--- src/rtl/packet_parser.sv ---
// -----------------------------------------------------------------------------
// packet_parser
// Validates framed command packets arriving from a UART receiver:
//   HEADER, channel id, PAYLOAD_BYTES payload bytes (big-endian), checksum.
// The checksum is the 8-bit sum of the channel id and all payload bytes.
// Each accepted payload is stored in a per-channel register bank and announced
// with a one-cycle strobe. Discarded packets (errored byte, bad channel, bad
// checksum, inter-byte timeout) are counted in a saturating 8-bit counter.
//
// Ports:
//   i_clk, i_rst          clock, asynchronous active-high reset
//   i_rx_stb              one-cycle strobe, i_rx_data holds a byte
//   i_rx_data [7:0]       received byte
//   i_rx_err              receiver error flag, qualified by i_rx_stb
//   o_valid               one-cycle pulse per accepted packet
//   o_chan [CW-1:0]       channel of the last accepted packet
//   o_payload [DATA_W-1:0] payload of the last accepted packet
//   o_regs                per-channel latest payload, slot k at [k*DATA_W +: DATA_W]
//   o_err_cnt [7:0]       saturating count of discarded packets
//   o_busy                high while the parser is inside a packet
// -----------------------------------------------------------------------------
module packet_parser #(
    parameter logic [7:0] HEADER         = 8'hF5,
    parameter int         PAYLOAD_BYTES  = 2,
    parameter int         CHANNELS       = 2,
    parameter int         TIMEOUT_CYCLES = 1000000,
    parameter int         RESET_VALUE    = 50,
    localparam int        DATA_W         = 8 * PAYLOAD_BYTES,
    localparam int        CW             = (CHANNELS > 1) ? $clog2(CHANNELS) : 1
) (
    input  logic                         i_clk,
    input  logic                         i_rst,
    input  logic                         i_rx_stb,
    input  logic [7:0]                   i_rx_data,
    input  logic                         i_rx_err,
    output logic                         o_valid,
    output logic [CW-1:0]                o_chan,
    output logic [DATA_W-1:0]            o_payload,
    output logic [CHANNELS*DATA_W-1:0]   o_regs,
    output logic [7:0]                   o_err_cnt,
    output logic                         o_busy
);

    localparam int TW = (TIMEOUT_CYCLES < 2) ? 1 : $clog2(TIMEOUT_CYCLES + 1);

    typedef enum logic [1:0] {
        ST_IDLE    = 2'd0,
        ST_CHAN    = 2'd1,
        ST_PAYLOAD = 2'd2,
        ST_CHECK   = 2'd3
    } state_t;

    state_t                      state_r, state_nxt;
    logic [CW-1:0]               chan_r, chan_nxt;
    logic [7:0]                  sum_r, sum_nxt;
    logic [2:0]                  idx_r, idx_nxt;
    logic [DATA_W-1:0]           payload_r, payload_nxt;
    logic [TW-1:0]               tcnt_r, tcnt_nxt;
    logic                        accept_s, abort_s;
    logic                        good_s, timeout_s;

    logic                        valid_r;
    logic [CW-1:0]               out_chan_r;
    logic [DATA_W-1:0]           out_payload_r;
    logic [CHANNELS*DATA_W-1:0]  regs_r;
    logic [7:0]                  err_cnt_r;
    logic                        busy_r;

    assign good_s = i_rx_stb & ~i_rx_err;

    // A strobe in the expiry cycle takes precedence, so the timeout only fires
    // on strobe-free cycles.
    assign timeout_s = (TIMEOUT_CYCLES != 0) && (state_r != ST_IDLE) && !i_rx_stb
                       && (tcnt_r == TW'(TIMEOUT_CYCLES));

    // Next-state, datapath and accept/abort decode.
    always_comb begin
        state_nxt   = state_r;
        chan_nxt    = chan_r;
        sum_nxt     = sum_r;
        idx_nxt     = idx_r;
        payload_nxt = payload_r;
        accept_s    = 1'b0;
        abort_s     = 1'b0;

        if ((state_r == ST_IDLE) || i_rx_stb || (TIMEOUT_CYCLES == 0)) begin
            tcnt_nxt = '0;
        end else begin
            tcnt_nxt = tcnt_r + TW'(1);
        end

        case (state_r)
            ST_IDLE: begin
                if (good_s && (i_rx_data == HEADER)) begin
                    state_nxt = ST_CHAN;
                end else begin
                    state_nxt = ST_IDLE;
                end
            end
            ST_CHAN: begin
                if (good_s) begin
                    if (i_rx_data < 8'(CHANNELS)) begin
                        chan_nxt  = i_rx_data[CW-1:0];
                        sum_nxt   = i_rx_data;
                        idx_nxt   = 3'd0;
                        state_nxt = ST_PAYLOAD;
                    end else begin
                        abort_s   = 1'b1;
                        state_nxt = ST_IDLE;
                    end
                end else if (i_rx_stb || timeout_s) begin
                    abort_s   = 1'b1;
                    state_nxt = ST_IDLE;
                end else begin
                    state_nxt = ST_CHAN;
                end
            end
            ST_PAYLOAD: begin
                if (good_s) begin
                    // Big-endian: earlier bytes shift toward the MSB.
                    payload_nxt = (payload_r << 4'd8) | DATA_W'(i_rx_data);
                    sum_nxt     = sum_r + i_rx_data;
                    idx_nxt     = idx_r + 3'd1;
                    if (idx_r == 3'(PAYLOAD_BYTES - 1)) begin
                        state_nxt = ST_CHECK;
                    end else begin
                        state_nxt = ST_PAYLOAD;
                    end
                end else if (i_rx_stb || timeout_s) begin
                    abort_s   = 1'b1;
                    state_nxt = ST_IDLE;
                end else begin
                    state_nxt = ST_PAYLOAD;
                end
            end
            ST_CHECK: begin
                if (good_s) begin
                    if (i_rx_data == sum_r) begin
                        accept_s = 1'b1;
                    end else begin
                        abort_s = 1'b1;
                    end
                    state_nxt = ST_IDLE;
                end else if (i_rx_stb || timeout_s) begin
                    abort_s   = 1'b1;
                    state_nxt = ST_IDLE;
                end else begin
                    state_nxt = ST_CHECK;
                end
            end
            default: begin
                state_nxt = ST_IDLE;
            end
        endcase
    end

    // Parser state and packet-assembly registers.
    always_ff @(posedge i_clk or posedge i_rst) begin
        if (i_rst) begin
            state_r   <= ST_IDLE;
            chan_r    <= '0;
            sum_r     <= 8'd0;
            idx_r     <= 3'd0;
            payload_r <= '0;
            tcnt_r    <= '0;
        end else begin
            state_r   <= state_nxt;
            chan_r    <= chan_nxt;
            sum_r     <= sum_nxt;
            idx_r     <= idx_nxt;
            payload_r <= payload_nxt;
            tcnt_r    <= tcnt_nxt;
        end
    end

    // Registered outputs: accept strobe, result capture, register bank, error count.
    always_ff @(posedge i_clk or posedge i_rst) begin
        if (i_rst) begin
            valid_r       <= 1'b0;
            out_chan_r    <= '0;
            out_payload_r <= '0;
            regs_r        <= {CHANNELS{DATA_W'(RESET_VALUE)}};
            err_cnt_r     <= 8'd0;
            busy_r        <= 1'b0;
        end else begin
            valid_r <= accept_s;
            busy_r  <= (state_nxt != ST_IDLE);
            if (accept_s) begin
                out_chan_r                      <= chan_r;
                out_payload_r                   <= payload_r;
                regs_r[chan_r*DATA_W +: DATA_W] <= payload_r;
            end
            if (abort_s && (err_cnt_r != 8'hFF)) begin
                err_cnt_r <= err_cnt_r + 8'd1;
            end
        end
    end

    assign o_valid   = valid_r;
    assign o_chan    = out_chan_r;
    assign o_payload = out_payload_r;
    assign o_regs    = regs_r;
    assign o_err_cnt = err_cnt_r;
    assign o_busy    = busy_r;

endmodule

--- config.mk ---
export PLATFORM = sky130hd
export DESIGN_NAME = packet_parser
export DESIGN_NICKNAME = d
export VERILOG_FILES = /design/src/rtl/packet_parser.sv
export SDC_FILE = /design/constraint.sdc
export NUM_CORES = 1
export LEC_CHECK = 0
export CAP_MARGIN = 30
export CORE_MARGIN = 1
export CORE_UTILIZATION = 50
export DETAILED_ROUTE_END_ITERATION = 8
export DONT_BUFFER_PORTS = 1
export PLACE_DENSITY = 0.79
export SLEW_MARGIN = 10
export SYNTH_ARGS = -nofsm -noshare
export SYNTH_HDL_FRONTEND = slang
export SYNTH_SLANG_ARGS = --single-unit
--- constraint.sdc ---
create_clock -name i_clk -period 3.2 [get_ports i_clk]
set_clock_uncertainty 0.1 [all_clocks]
set_input_delay 0.48 -clock i_clk [delete_from_list [all_inputs] [get_ports i_clk]]
set_output_delay 0.48 -clock i_clk [all_outputs]
set_load 0.005 [all_outputs]
==> flow_metrics.py, run 1 <==
metrics = {
    "pwr": {
        "p_switching_w": 0.000685,
        "p_seq_share_pct": 57.1,
        "p_leak_nw": 2.64,
        "clockPowerShare_pct": 35.6,
        "comb_power_share_pct": 7.3,
        "ir_drop_mv": 0.217,
        "netSwitchingFraction_pct": 26.7,
        "power_w": 0.00257,
        "power.density_nw_per_um2": 483,
        "p_int_w": 0.00188,
    },
    "synth": {
        "synth_nets": 486,
        "synth_cell_types": 50,
        "synth-xor-area-share_pct": 5.02,
        "synth-compound-area-share_pct": 5.56,
        "synth-simple-area-share_pct": 19.5,
        "synth-adder-area-share_pct": 3.49,
        "synth_mux_area_share_pct": 8.25,
        "yosys_warnings": 0,
        "syn_area_per_cell_um2": 10.6,
        "synthArstFlopShare_pct": 100,
        "syn_inst": 461,
        "synthesis.area_um2": 4880,
        "synth_top_family_by_area": "simple AND/OR/NAND/NOR gates",
        "synth_edf_count": 0,
        "yosysSeqAreaShare_pct": 56.0,
        "ys.flop_type": "dfrtp_1",
        "ys_seq_elements": 109,
    },
    "cts": {
        "postCtsHoldBufs": 1,
        "clockBufferDepth": 2,
        "clkTransAtPathRegs_ns": 0.11,
        "cts_resized": 0,
        "cts_setup_buffers": 0,
        "clock_latency_ns": 0.38,
        "cts_htree_levels": 3,
        "cts_tree": "yes",
        "ctsRootBufferMaster": "clkbuf_8",
        "cts_buffers": 9,
        "cts.sinks": 109,
    },
    "timing": {
        "maxSlewViolCount": 0,
        "worstMarginPinSlew_ns": 0.752,
        "fmax_mhz": 389,
        "relSlewSlack_pct": 49.9,
        "fin_setup_tns_ns": 0,
        "fin_crit_sh_pct": 80.3,
        "finalHoldViolCount": 0,
        "setup_violations": 0,
        "rsz0062_at_grt": "false",
        "period_needed_ns": 2.57,
    },
    "detailed_routing": {
        "maxUsedRoutingLayer": "met4",
        "firstDrtPassIters": 4,
        "ant_nets": 0,
        "wl_met1_um": 4390,
        "wl_met3_um": 660,
        "routed_via_density": 5.57,
        "drt_iter0_drc": 188,
        "finalWirelength_um": 10200,
        "vias": 3359,
        "avgRoutedWirePerCell_um": 17.0,
        "drc": 0,
        "wl_met2_um": 5000,
    },
    "cells_and_area": {
        "fillers": 741,
        "area_growth_pct": 8.92,
        "multi_input_area_um2": 2040,
        "layout.nets": 494,
        "diodes": 0,
        "drive_gt1_share_pct": 8.44,
        "regArea_um2": 2740,
        "final_cell_mix": "nand2_1, dfrtp_1, mux2_1, nor2_1, xnor2_1",
        "final_common_cell": "nand2_1",
        "utilization_pct": 57.0,
    },
    "floorplanning": {
        "std_cell_rows": 35,
        "die_x_um": 101,
        "die_h_um": 101,
        "initial_core_util_pct": 52.3,
        "io_pins": 71,
        "die_area_um2": 10200,
        "coreArea_um2": 9330,
    },
    "setup_path": {
        "start_kind": "flip-flop",
        "crit_type": "reg2reg",
        "end_kind": "flip-flop",
        "r2r_end": "o_err_cnt[1]$_DFFE_PP0P_",
        "cp.arrival_ns": 2.74,
        "cp_max_fo": 8,
        "required_ns": 3.37,
        "r2r_cells": 5,
        "rr_startpoint": "tcnt_r[2]$_DFF_PP0_",
        "r2r_slack_ns": 0.63,
    },
    "flow_run": {
        "drv_cap": 0,
    },
    "placed_design": {
        "port_buffers": 0,
        "hpwl_um": 7330,
        "routabilityCongestion": 0.838,
    },
    "grt": {
        "grt_max_degree": 42,
        "antenna_found_initial": 0,
        "grt_pass1_wl_um": 17100,
        "overflow": 0,
        "grt.total_usage_pct": 21.9,
        "grt_pass1_vias": 3452,
    },
    "worst_hold_path": {
        "whs_path_depth": 2,
        "hold_start": "i_rx_data[2]",
        "worstHoldEndpoint": "payload_r[2]$_DFFE_PP0P_",
        "hp-class": "in2reg",
    },
    "run_status": {
        "status": "complete, no violations",
    },
}
[cells by family (layout without fill, tap and decap cells)]
logic type,Yosys count,in the layout
muxes,36,36
DFF,109,109
buffers and inverters,27,40
xor gates and xnor gates,28,28
and+or+nand+nor,207,207
AOI/OAI and AO/OA,41,41
adders and majority gates,13,13
[synth_stat cells, types with 3 or more instances]
| cell | count | area share, % |
|---|---|---|
| a21oi_1 | 8 | 0.82 |
| mux2_1 | 34 | 7.8 |
| inv_1 | 11 | 0.85 |
| clkbuf_1 | 12 | 0.92 |
| and3_1 | 5 | 0.64 |
| dfstp_2 | 6 | 3.2 |
| xor2_1 | 11 | 2.0 |
| dfrtp_1 | 103 | 53 |
| a22oi_1 | 3 | 0.46 |
| o21ai_0 | 4 | 0.41 |
| ha_1 | 12 | 3.1 |
| nor2_1 | 28 | 2.2 |
| nor2b_1 | 5 | 0.64 |
| o21ai_1 | 11 | 1.1 |
| or3_1 | 3 | 0.38 |
| nand3_1 | 8 | 0.82 |
| or4_1 | 3 | 0.46 |
| a21o_1 | 4 | 0.62 |
| nor3_1 | 5 | 0.51 |
| xnor2_1 | 17 | 3.1 |
| nand2b_1 | 6 | 0.77 |
| nand4_1 | 7 | 0.90 |
| nand2_1 | 120 | 9.2 |
[worst max-delay path: stages (launching register included)]
cell and delay, ns:
dfrtp_1 0.46, or4_1 0.55, nor4_2 0.15, a31oi_1 0.23, a2111oi_4 0.60, mux2_1 0.37
[per-layer routing]
| metal | track usage (%) | up-vias |
|---|---|---|
| met3 | 5.76 | 15 |
| met1 | 28.5 | 1680 |
| met2 | 34.7 | 101 |
| met4 | 9.36 | 0 |
| li1 | - | 1563 |
| met5 | 0 | - |
[power groups by stage]
stage	Clock [W]	Combinational [W]	Sequential, W
detailed placement	0	0.000185	0.00149
global route	0.000984	0.000216	0.00147
floorplan	0	0.000146	0.00147
finish	0.000914	0.000187	0.00146
global placement	0	0.000171	0.00149
CTS	0.000932	0.000188	0.00146
[layout make-up]
cell class / instances / share of cell area [%]
flip-flops and latches: 109 / 51.4
multi-input cells: 325 / 38.4
well taps: 129 / 3.04
clock buffers: 9 / 2.33
repair buffers: 12 / 1.98
clock inverters: 7 / 1.88
inverters: 12 / 0.918
[how the worst max path moves through the flow]
stage / from / endpoint / slack [ns] / depth (start not counted)
after global routing: tcnt_r[2]$_DFF_PP0_ / o_err_cnt[6]$_DFFE_PP0P_ / 0.40 / 6
final: tcnt_r[2]$_DFF_PP0_ / o_err_cnt[1]$_DFFE_PP0P_ / 0.63 / 5
after CTS: tcnt_r[2]$_DFF_PP0_ / o_err_cnt[1]$_DFFE_PP0P_ / 0.60 / 5
after global placement: i_rx_data[5] / o_regs[8]$_DFFE_PP0P_ / 0.73 / 7
after floorplan: i_rx_data[5] / o_regs[0]$_DFFE_PP0P_ / 0.44 / 7
after detailed placement: tcnt_r[2]$_DFF_PP0_ / o_err_cnt[1]$_DFFE_PP0P_ / 0.63 / 5
[stage by stage]
| stage | setup slack, ns | hold slack, ns | instance area (µm²) | std cells |
|---|---|---|---|---|
| after floorplan | 0.440 | 0.347 | 4880 | 461 |
| final | 0.629 | 0.116 | 5320 | 603 |
| after detailed placement | 0.633 | 0.289 | 5080 | 586 |
| after global placement | 0.728 | 0.290 | 5080 | 586 |
| after global routing | 0.402 | 0.102 | 5320 | 603 |
| after CTS | 0.601 | 0.102 | 5320 | 603 |
[state kept, by name (all words and copies together) (netlist names)]
signal,cells
o_valid,1
o_payload,16
o_busy,1
idx_r,3
chan_r,1
state_r,2
o_err_cnt,8
sum_r,8
tcnt_r,20
o_regs,32
payload_r,16
o_chan,1
No activity file was read; power rests on OpenSTA's default activity.
==> run 2: changes to the inputs <==
ABC_AREA = 1   (was default)
PLACE_DENSITY = 0.76   (was 0.79)
clock period = 2.38 ns   (was 3.2 ns; I/O delays follow)
==> run 2 against run 1 <==
  * Sequential share of layout area fell by 2.5 points
  * Core utilization fell by 0.59 points
  * Final area rose by 5.1%
  * Largest cell class unchanged
  * Non-clock buffer count fell by 1
==> flow_metrics.py, run 2 <==
metrics = {
    "synth": {
        "yosys_warnings": 0,
        "synth-simple-area-share_pct": 25.9,
        "synth_cell_types": 39,
        "synthesis.area_um2": 5200,
        "synth_common_cells": "nand2_1, dfrtp_1, nor2_1",
        "synth-adder-area-share_pct": 3.27,
        "synth_nets": 640,
        "synth-compound-area-share_pct": 10.1,
        "synth_top_area_cell": "dfrtp_1",
        "yosysMostFrequentCell": "nand2_1",
        "synth_edf_count": 0,
        "ys_seq_elements": 109,
        "synth-xor-area-share_pct": 1.85,
        "synth_mux_area_share_pct": 0,
        "synthTopCellsByArea": "dfrtp_1, nand2_1, o21ai_1, nor2_1, inv_1",
        "yosysSeqAreaShare_pct": 52.6,
        "synthArstFlopShare_pct": 100,
        "syn_inst": 615,
        "synth_top_family_by_area": "simple AND/OR/NAND/NOR gates",
        "syn_area_per_cell_um2": 8.46,
        "ys.flop_type": "dfrtp_1",
        "yosys.area.top_type_share_pct": 49.6,
    },
    "cts": {
        "cts.sinks": 109,
        "clock_latency_ns": 0.38,
        "cts_tree": "yes",
        "cts_resized": 0,
        "clockBufferDepth": 2,
        "cts_buffers": 9,
        "cts_htree_levels": 3,
        "clkTransAtPathRegs_ns": 0.11,
        "ctsRootBufferMaster": "clkbuf_8",
    },
    "detailed_routing": {
        "avgRoutedWirePerCell_um": 14.9,
        "routed_via_density": 5.30,
        "ant_nets": 0,
        "firstDrtPassIters": 4,
        "finalWirelength_um": 11300,
        "drt_iter0_drc": 307,
        "vias": 4021,
        "drc": 0,
    },
    "grt": {
        "grt.total_usage_pct": 21.8,
        "grt_pass1_vias": 3820,
        "grt_pass1_wl_um": 18900,
        "grt_max_degree": 91,
        "antenna_found_initial": 0,
        "overflow": 0,
    },
    "placed_design": {
        "routabilityCongestion": 0.908,
        "hpwl_um": 8150,
        "port_buffers": 0,
    },
    "pwr": {
        "p_leak_nw": 2.81,
        "ir_drop_mv": 0.382,
        "power.density_nw_per_um2": 569,
    },
    "worst_hold_path": {
        "hp-class": "in2reg",
    },
    "cells_and_area": {
        "fillers": 888,
        "diodes": 0,
        "final_cell_mix": "nand2_1, dfrtp_1, nor2_1, inv_1, o21ai_1",
        "utilization_pct": 56.4,
        "drive_gt1_share_pct": 10.1,
        "layout.nets": 645,
        "largest_register_ffs": 32,
        "final_common_cell": "nand2_1",
        "area_growth_pct": 7.48,
    },
    "timing": {
        "setup_violations": 0,
        "fin_setup_tns_ns": 0,
        "relSlewSlack_pct": 64.0,
        "worstMarginPinSlew_ns": 0.540,
        "fmax_mhz": 468,
        "rsz0062_at_grt": "false",
        "period_needed_ns": 2.14,
        "fin_crit_sh_pct": 89.9,
        "maxSlewViolCount": 0,
        "whs_ns": 0.0412,
        "finalHoldViolCount": 0,
    },
    "floorplanning": {
        "io_pins": 71,
        "coreArea_um2": 9910,
        "initial_core_util_pct": 52.5,
        "std_cell_rows": 36,
        "die_h_um": 104,
        "die_area_um2": 10800,
        "die_x_um": 104,
    },
    "flow_run": {
        "drv_cap": 0,
    },
    "setup_path": {
        "crit_type": "reg2reg",
        "cp.arrival_ns": 2.28,
        "start_kind": "flip-flop",
        "required_ns": 2.53,
        "cp_max_fo": 17,
        "end_kind": "flip-flop",
    },
    "run_status": {
        "status": "complete, no violations",
    },
}
==> run 2: cell count changes after synthesis, sizes merged, moves of 10 or more <==
cell / change
nand3: +23
xnor2: -12
o21ai: +59
nor2: +27
nand2: +76
a21oi: +10
mux2: -34
inv: +46
==> run 2: worst max-delay path: stages, from the launching register on <==
cell	delay, ns
dfrtp_1	0.40
ha_1	0.34
nor2_1	0.16
nand2_1	0.08
nor2_2	0.11
nand2_2	0.08
nor2_4	0.11
buf_4	0.29
nand2_4	0.18
nand2_1	0.10
o21ai_1	0.07
==> run 2: where the power goes <==
part | switching (W) | internal [W] | total (W) | leakage, nW
Combinational | 0.0000723 | 0.0000246 | 0.0000969 | 1.23
Sequential | 0.00000100 | 0.00185 | 0.00185 | 1.48
Clock | 0.000709 | 0.000520 | 0.00123 | 0.111
==> run 2: path summary, 6_finish.rpt <==
kind | slack [ns] | end | depth (start not counted) | from
setup / recovery | 0.24 | o_regs[28]$_DFFE_PP0P_ | 10 | sum_r[6]$_DFFE_PP0P_
hold / removal | 0.04 | payload_r[5]$_DFFE_PP0P_ | 2 | i_rx_data[5]
setup reg to reg | 0.24 | o_regs[28]$_DFFE_PP0P_ | 10 | sum_r[6]$_DFFE_PP0P_
hold reg to reg | 0.39 | tcnt_r[0]$_DFF_PP0_ | 1 | tcnt_r[0]$_DFF_PP0_
max in group asynchronous | 1.04 | o_regs[29]$_DFFE_PP0P_ | 3 | i_rst
min in group asynchronous | 0.36 | o_regs[19]$_DFFE_PP0P_ | 2 | i_rst
==> run 2: area by class of cell <==
class                   count  area (µm²)  area share (%)
clock buffers               9         124            2.22
clock inverters             7        97.6            1.75
repair buffers             11         103            1.84
well taps                 133         166            2.98
multi-input cells         430        2140            38.3
flip-flops and latches    109        2740            48.9
inverters                  59         225            4.03
==> run 2: kinds of logic after synthesis <==
| group | count (synthesis) |
|---|---|
| AND/OR/NAND/NOR | 308 |
| flip-flops | 109 |
| AO/OA/AOI/OAI | 98 |
| buffers and inverters | 76 |
| adder cells (fa/ha/maj) | 13 |
| XOR/XNOR | 11 |
==> run 2: per-stage QoR <==
step / power (W) / cell area, µm² / setup slack, ns / cells
after CTS: 0.00321 / 5590 / 0.259 / 758
after global routing: 0.00329 / 5590 / 0.106 / 758
after detailed placement: 0.00198 / 5340 / 0.280 / 739
after floorplan: 0.00196 / 5200 / 0.568 / 615
final: 0.00318 / 5590 / 0.241 / 758
after global placement: 0.00198 / 5340 / 0.336 / 739
==> run 2: metal layers <==
metal	vias to the layer above	share of wire, %	global-route usage, %	routed length [µm]
li1	1987	-	-	-
met1	1903	44	28.1	4980
met2	117	48	36.6	5380
met3	14	6.6	5.26	746
met4	0	1.4	6.02	154
met5	-	0	0	0
==> run 2: what timing repair did <==
action / CTS / global route
buffers inserted: 0 / 0
hold buffers: 3 / 0
setup endpoints to repair: 0 / 0
hold endpoints to repair: 17 / 0
